`config.mk`:
```
export PLATFORM = sky130hd
export DESIGN_NAME = serial_add_ctrl
export DESIGN_NICKNAME = d
export VERILOG_FILES = /design/src/rtl/serial_add_ctrl.sv
export SDC_FILE = /design/constraint.sdc
export NUM_CORES = 1
export LEC_CHECK = 0
export CORE_MARGIN = 1.5
export CORE_UTILIZATION = 50
export CTS_CLUSTER_DIAMETER = 40
export DETAILED_ROUTE_END_ITERATION = 8
export DONT_BUFFER_PORTS = 1
export HOLD_SLACK_MARGIN = 0.08
export PLACE_DENSITY = 0.79
export SETUP_SLACK_MARGIN = 0.4
export SLEW_MARGIN = 20
export SYNTH_ARGS = -nofsm -noshare
export SYNTH_HDL_FRONTEND = slang
export SYNTH_SLANG_ARGS = --single-unit
```
`constraint.sdc`:
```
create_clock -name clk -period 1.16 [get_ports clk]
set_input_delay 0.058 -clock clk [delete_from_list [all_inputs] [get_ports clk]]
set_output_delay 0.058 -clock clk [all_outputs]
set_load 0.05 [all_outputs]
```
`src/rtl/serial_add_ctrl.sv`:
```
// serial_add_ctrl: bit-serial adder that steps one full-adder cell across
// WIDTH-bit operands, LSB first, one bit per clock.
// Optional build macro: SERIAL_ADD_SUB_EN adds a 'sub' port for A-B mode.
// Operand A's shift register also collects the sum bits at its MSB end, so
// after WIDTH steps it holds the finished result.
module serial_add_ctrl #(
    parameter int WIDTH = 8
) (
    input  logic             clk,
    input  logic             rst,
    input  logic             start,
`ifdef SERIAL_ADD_SUB_EN
    input  logic             sub,
`endif
    input  logic [WIDTH-1:0] a_in,
    input  logic [WIDTH-1:0] b_in,
    output logic             busy,
    output logic             done,
    output logic [WIDTH-1:0] sum_out,
    output logic             cout_out
);

    localparam int CW = (WIDTH > 1) ? $clog2(WIDTH) : 1;

    typedef enum logic [1:0] {
        IDLE = 2'd0,
        RUN  = 2'd1,
        DONE = 2'd2
    } state_t;

    state_t           state;
    logic [WIDTH-1:0] a_sh;
    logic [WIDTH-1:0] b_sh;
    logic [WIDTH-1:0] a_next;
    logic [WIDTH-1:0] b_load;
    logic             carry;
    logic             carry_init;
    logic [CW-1:0]    cnt;

    logic s1;
    logic c1;
    logic s;
    logic c2;
    logic carry_next;

`ifdef SERIAL_ADD_SUB_EN
    // Subtraction is A + ~B + 1: invert B on entry and seed the carry with 1.
    assign b_load     = sub ? ~b_in : b_in;
    assign carry_init = sub;
`else
    assign b_load     = b_in;
    assign carry_init = 1'b0;
`endif

    // The shared full-adder cell: two half-adder stages and a carry OR.
    assign s1         = a_sh[0] ^ b_sh[0];
    assign c1         = a_sh[0] & b_sh[0];
    assign s          = s1 ^ carry;
    assign c2         = s1 & carry;
    assign carry_next = c1 | c2;

    // Shift the new sum bit into the top of A as its LSB is consumed.
    generate
        if (WIDTH == 1) begin : g_one_bit
            assign a_next = s;
        end else begin : g_multi_bit
            assign a_next = {s, a_sh[WIDTH-1:1]};
        end
    endgenerate

    // Sequencer: accept a start, step the cell WIDTH times, publish the result.
    always_ff @(posedge clk) begin
        if (rst) begin
            state    <= IDLE;
            a_sh     <= '0;
            b_sh     <= '0;
            carry    <= 1'b0;
            cnt      <= '0;
            busy     <= 1'b0;
            done     <= 1'b0;
            sum_out  <= '0;
            cout_out <= 1'b0;
        end else begin
            case (state)
                IDLE, DONE: begin
                    done <= 1'b0;
                    if (start) begin
                        state    <= RUN;
                        a_sh     <= a_in;
                        b_sh     <= b_load;
                        carry    <= carry_init;
                        cnt      <= '0;
                        busy     <= 1'b1;
                        cout_out <= 1'b0;
                    end else begin
                        state <= IDLE;
                        busy  <= 1'b0;
                    end
                end
                RUN: begin
                    a_sh  <= a_next;
                    b_sh  <= b_sh >> 1;
                    carry <= carry_next;
                    cnt   <= cnt + 1'b1;
                    if (cnt == CW'(WIDTH - 1)) begin
                        state    <= DONE;
                        busy     <= 1'b0;
                        done     <= 1'b1;
                        sum_out  <= a_next;
                        cout_out <= carry_next;
                    end
                end
                default: begin
                    state <= IDLE;
                    busy  <= 1'b0;
                    done  <= 1'b0;
                end
            endcase
        end
    end

endmodule

```
Word level (Yosys, flattened, before mapping). Cells that the tools add are included.

Bits in registers: 33. Bits in latches: 0. RAM bits: 0. Bits in read-only memories: 0. Output and inout bits: 11. Memories: 0.

$add $sub $neg: 1. Multiply operators: 0. Divide/modulo/power cells: 0. Magnitude comparators: 0. Eq/ne operators: 5. Shifts and indexed selects: 0. Multiplexer cells: 16. Bitwise operators: 6. Reduce and logical (&&, ||, !) cells: 7.

Operators by type and width (number): $pmux W8 S2 (2); $mux W8 (2); $pmux W1 S2 (3); $pmux W3 S2 (1); $mux W1 (5); $ne A2 B2 Y1 const B (2); $pmux W2 S2 (1); $reduce_and A2 Y1 (2); $reduce_or A2 Y1 (2); $add A3 B1 Y3 const B (1); $eq A3 B3 Y1 const B (1); $mux W3 (1); $reduce_and A3 Y1 (1); $and A1 B1 Y1 (2); $eq A2 B1 Y1 const B (1); $eq A2 B2 Y1 const B (1); $logic_not A2 Y1 (1); $mux W2 (1); $reduce_bool A2 Y1 (1); $xor A1 B1 Y1 (2); $not A1 Y1 (1); $or A1 B1 Y1 (1).

Depth between registers and ports, before layout.
Depth in word-level cells: 5. Gate-level depth with buffers: 5. Depth with buffers taken out: 5.

Worst setup path before layout. OpenSTA, ideal clock, no wires.

Kind: register to register. Start: register a_sh[0]. End: register a_sh[7]. Data arrival time: 1.118 ns. Path slack: -0.090 ns. Stages on the path, launching flop included: 5. Buffers on the path: 0. Clock period less this slack: 1.250 ns. Path through: dfxtp_1 inv_1 fa_1 a2bb2oi_1 a21oi_1.

Word-level cells in the longest chain between the ends: 3.

Ends and longest elaborated chain: start: declaration (line 32) `logic [WIDTH-1:0] a_sh;`; start signal: assignment (line 89) `a_sh <= a_in;`; start signal: assignment (line 101) `a_sh <= a_next;`; $xor A1 B1 Y1 (line 56) `assign s1 = a_sh[0] ^ b_sh[0];`; $xor A1 B1 Y1 (line 58) `assign s = s1 ^ carry;`; $pmux W8 S2 (line 84) `case (state)`.

Every way passes these cells. A chain may end at the register's enable or synchronous reset.

Final worst setup path.
Start: register carry. End: register cout_out.

Word-level cells in the longest chain between the ends: 4.

Ends and longest elaborated chain: start: declaration (line 36) `logic carry;`; start signal: assignment (line 91) `carry <= carry_init;`; start signal: assignment (line 103) `carry <= carry_next;`; $and A1 B1 Y1 (line 59) `assign c2 = s1 & carry;`; $or A1 B1 Y1 (line 60) `assign carry_next = c1 | c2;`; $mux W1 (line 105) `if (cnt == CW'(WIDTH - 1)) begin`; $pmux W1 S2 (line 84); end signal: assignment (line 110) `cout_out <= carry_next;`; end: declaration (line 20) `output logic cout_out`.

Every way passes these cells. The select of a mux whose other input is x is not followed.

==> impl.org <==
** Min path
- Kind of path behind the tightest hold check :: primary input to register

** Run status
- The flow ran to the end, but the final reports show violations.
- The checks that failed: hold timing, setup timing.

** STA
- Transition time of the tightest slew-check pin :: roughly 0.26 ns
- Final max-slew violation count :: 0
- Final hold analysis gives a worst-case slack of -0.2507 ns.
- RSZ-0062 raised after global routing :: yes
- Largest clock skew in the final design :: 0.01236 ns
- Final Hold Fails :: 33
- For this run, the top clock speed supported by timing is approximately 730 MHz.
- Setup violations remaining at the end of the flow were counted as 27.
- Headroom to the max-slew limit came out at between 80 and 90%.
- Across all setup checks in the final design, the least slack found is -0.2117 ns.
- Final period util :: 118.2%
- Subtracting the final worst setup slack from the clock period gives 1.372 ns.

** Global routing
- Antenna violations before repair :: 0
- The first global-routing pass estimated 6534 um of wire.
- Largest net degree at the start of global routing :: 34
- For this run the aggregate overflow at the end of global routing stands at 0.
- The number of global-route vias before repair came to 1320.
- Total routing resource utilization after global routing :: 27.18%

** Layout
- Fraction of the core area covered by cells at the end of the flow :: between 80% and 90%
- 0 antenna diodes ended up in the layout.
- In the final design database the tool counted 213 nets.
- Compared with the post-synthesis result, the final layout area differs by 62.74%.
- Ratio of cells with drive above 1 in the final layout :: 67.71%
- Non-Filler Instances :: 222

** Placement
- Global placement routability congestion :: approximately 0.78
- During placement, the flow inserted port buffers numbering 0.
- The HPWL after detailed placement is 2167 um.
- Number of cells in the design after placement :: 188
- Worst setup timing slack at the placement stage :: -0.1140 ns

** Power and ir drop
- Total leakage power :: 0.8262 nW
- Proportion of power drawn by combinational gates :: between 20 and 25%
- In this run, flip-flops and latches consume 50.3% of the power.
- The design draws around 2.5 mW.
- Switching pwr :: 787.1 uW
- P_int :: 1.752 mW
- Sw Share :: 31.00%
- Power spread over the standard cell area amounts to between 1000 and 1500 nW/um^2.
- IR Drop Worst-Case VDD :: 1.317 mV
- The clock network is responsible for 25.6% of the overall power.

** Route
- Before antenna repair, the detailed router went through 4 iterations.
- For this run, design rule violations remaining after detail routing come to 0.
- After detailed routing, the average wire length per cell comes to 22.23 um.
- Via count of the routed design :: 1416
- DR iter-0 viols :: slightly below 80
- Via density :: 6.378
- Total routed wirelength :: 4934 um
- The detail route stage leaves a number of antenna-violating nets equal to 0.

** Synth
- Counting flops and latches in the post-synthesis netlist gives 33.
- Top cells by area, synth :: dfxtp_1 (48%), nor3_1 (7.6%), buf_6 (6.5%)
- In this run the biggest area consumer among cell types represents a little under half of the synthesized area.
- Average cell area after synthesis :: 9.206 um^2
- Top_reg_cell synth :: dfxtp_1
- Counting flops with an async set or reset pin after synthesis yields a share of 0%.
- Among all cell types in the netlist, the one instantiated most often is dfxtp_1.
- Net count of the mapped netlist :: 173
- Cell accounting for the most synthesized area :: dfxtp_1
- Yosys printed 0 warnings.
- Distinct cell type count of the synthesized netlist :: 27
- Summing the sequential cell areas from Yosys gives 47.52% of the chip area.
- The synthesized netlist occupies a cell area of 1390 um^2.
- Sorting the synthesized cells by how often they occur yields dfxtp_1 (33), nor3_1 (21), a21oi_1 (15).
- Yosys mapped a number of flops with a built-in enable equal to 0.
- Instance count of the mapped netlist :: 151

** Flow run
- The tool flagged a number of max-cap violations equal to 0.

** Die
- Die width :: 55.73 um
- The floorplan step defined a die boundary enclosing approximately 3100 um^2.
- Area inside the core boundary :: 2545 um^2
- Initial Util :: 54.62%
- I/O pin count :: 30
- Die Span Y :: approximately 56 um
- The floorplan has 18 rows.

** CTS
- Clock transition at the register clock pins on the worst setup and hold paths after CTS :: between 0.1 and 0.15 ns
- TritonCTS clock tree :: yes
- Clock tree synthesis found a total of 33 sinks.
- Cell at the root of the clock tree :: clkbuf_4
- CTS Buf Count :: 5
- Maximum clock path buffer count :: 2
- At the later pin of the worst-skew pair, clock insertion delay measures 0.35 ns.
- Number of H-tree levels :: 2

** Setup path
- Crit path largest cell delay :: 0.38 ns
- Worst-path cell chain :: inv_2, fa_2, nor4bb_1, a31oi_1, nor2_1
- Max FO, Critical Path :: 2
- Required arrival time at the worst endpoint :: around 1.4 ns
- Data on the critical path arrives at its endpoint at roughly 1.7 ns.
- Slowest library cell on the worst path :: fa_2
- The worst setup path is captured at a register.
- Startpoint class of the critical path :: register
- Crit Path Class :: register to register
## kinds of logic after synthesis
logic type	share of synthesized area, %
adders and majority gates	3.240
and+or+nand+nor	23.76
DFF	47.52
buffers and inverters	9.631
AOI/OAI and AO/OA	15.84
## metal layers
metal	part of all wire [%]	vias to the layer above	track usage [%]
met1	38	673	30.23
met3	7.6	15	8.605
met4	3.3	0	10.45
li1	-	630	-
met5	0	-	0
met2	51	98	47.96
## through the flow
stage          hold slack [ns]  TNS [ns]  area (um^2)
2_1_floorplan           0.1951   -0.1396         1536
3_3_place_gp            0.1240   -0.1510         1604
3_5_place_dp            0.1274   -0.4804         1604
4_1_cts                -0.2358   -0.5549         1994
5_1_grt                -0.2707    -2.626         2262
6_report               -0.2507    -1.734         2262
## final cells by class
| cell class | count | area [um^2] |
|---|---|---|
| Clock buffer | 6 | 41.29 |
| Inverter | 3 | 11.26 |
| Timing Repair Buffer | 44 | 523.0 |
| Clock inverter | 2 | 10.01 |
| Tap cell | 30 | 37.54 |
| Multi-Input combinational cell | 104 | 953.4 |
| Sequential cell | 33 | 685.7 |
| Fill cell | 108 | 282.8 |
## power groups by stage
stage	Sequential (mW)	Combinational, mW	Clock [mW]
4_1_cts	1.26	0.462	0.619
5_1_grt	1.28	0.639	0.699
2_1_floorplan	1.28	0.311	0
3_3_place_gp	1.28	0.311	0
6_report	1.28	0.611	0.650
3_5_place_dp	1.28	0.329	0
## registers in the layout, summed over array words and instances (netlist names)
signal	cells
carry	1
done	1
busy	1
sum_out	8
b_sh	8
state	2
cnt	3
cout_out	1
a_sh	8
## cell usage in the layout (no fill, tap or decap), types with 6 or more instances in the layout
master	count
dfxtp_1	17
buf_4	17
dfxtp_2	14
buf_6	12
buf_8	11
a21oi_2	10
o22ai_1	9
nor3_4	8
nor3_2	8
nand3_1	7
nor3_1	7
nand2b_4	6
nand3_2	6
nand2_1	6
## final timing paths
kind | from | to | depth (start not counted) | slack, ns
max | carry$_SDFFE_PP0P_ | cout_out$_SDFFE_PP0P_ | 5 | -0.21
min | rst | sum_out[7]$_SDFFE_PP0P_ | 1 | -0.25
max reg2reg | carry$_SDFFE_PP0P_ | cout_out$_SDFFE_PP0P_ | 5 | -0.21
min reg2reg | b_sh[7]$_SDFFE_PP0P_ | b_sh[7]$_SDFFE_PP0P_ | 2 | 0.47
## worst max-delay path: cells and delay by family (launching register included)
family | cells | cell delay, ns
compound gates | 1 | 0.10
buf+inv | 1 | 0.05
fa+ha+maj | 1 | 0.38
simple gates | 2 | 0.41
flops | 1 | 0.37
## what timing repair did
item	CTS	global route
buffers inserted	12	8
endpoints found under the setup margin	44	44
resized for setup	59	36
cloned	3	3
pin swaps	21	29
hold endpoints to repair	33	33
Power figures use the tool's default switching activity.
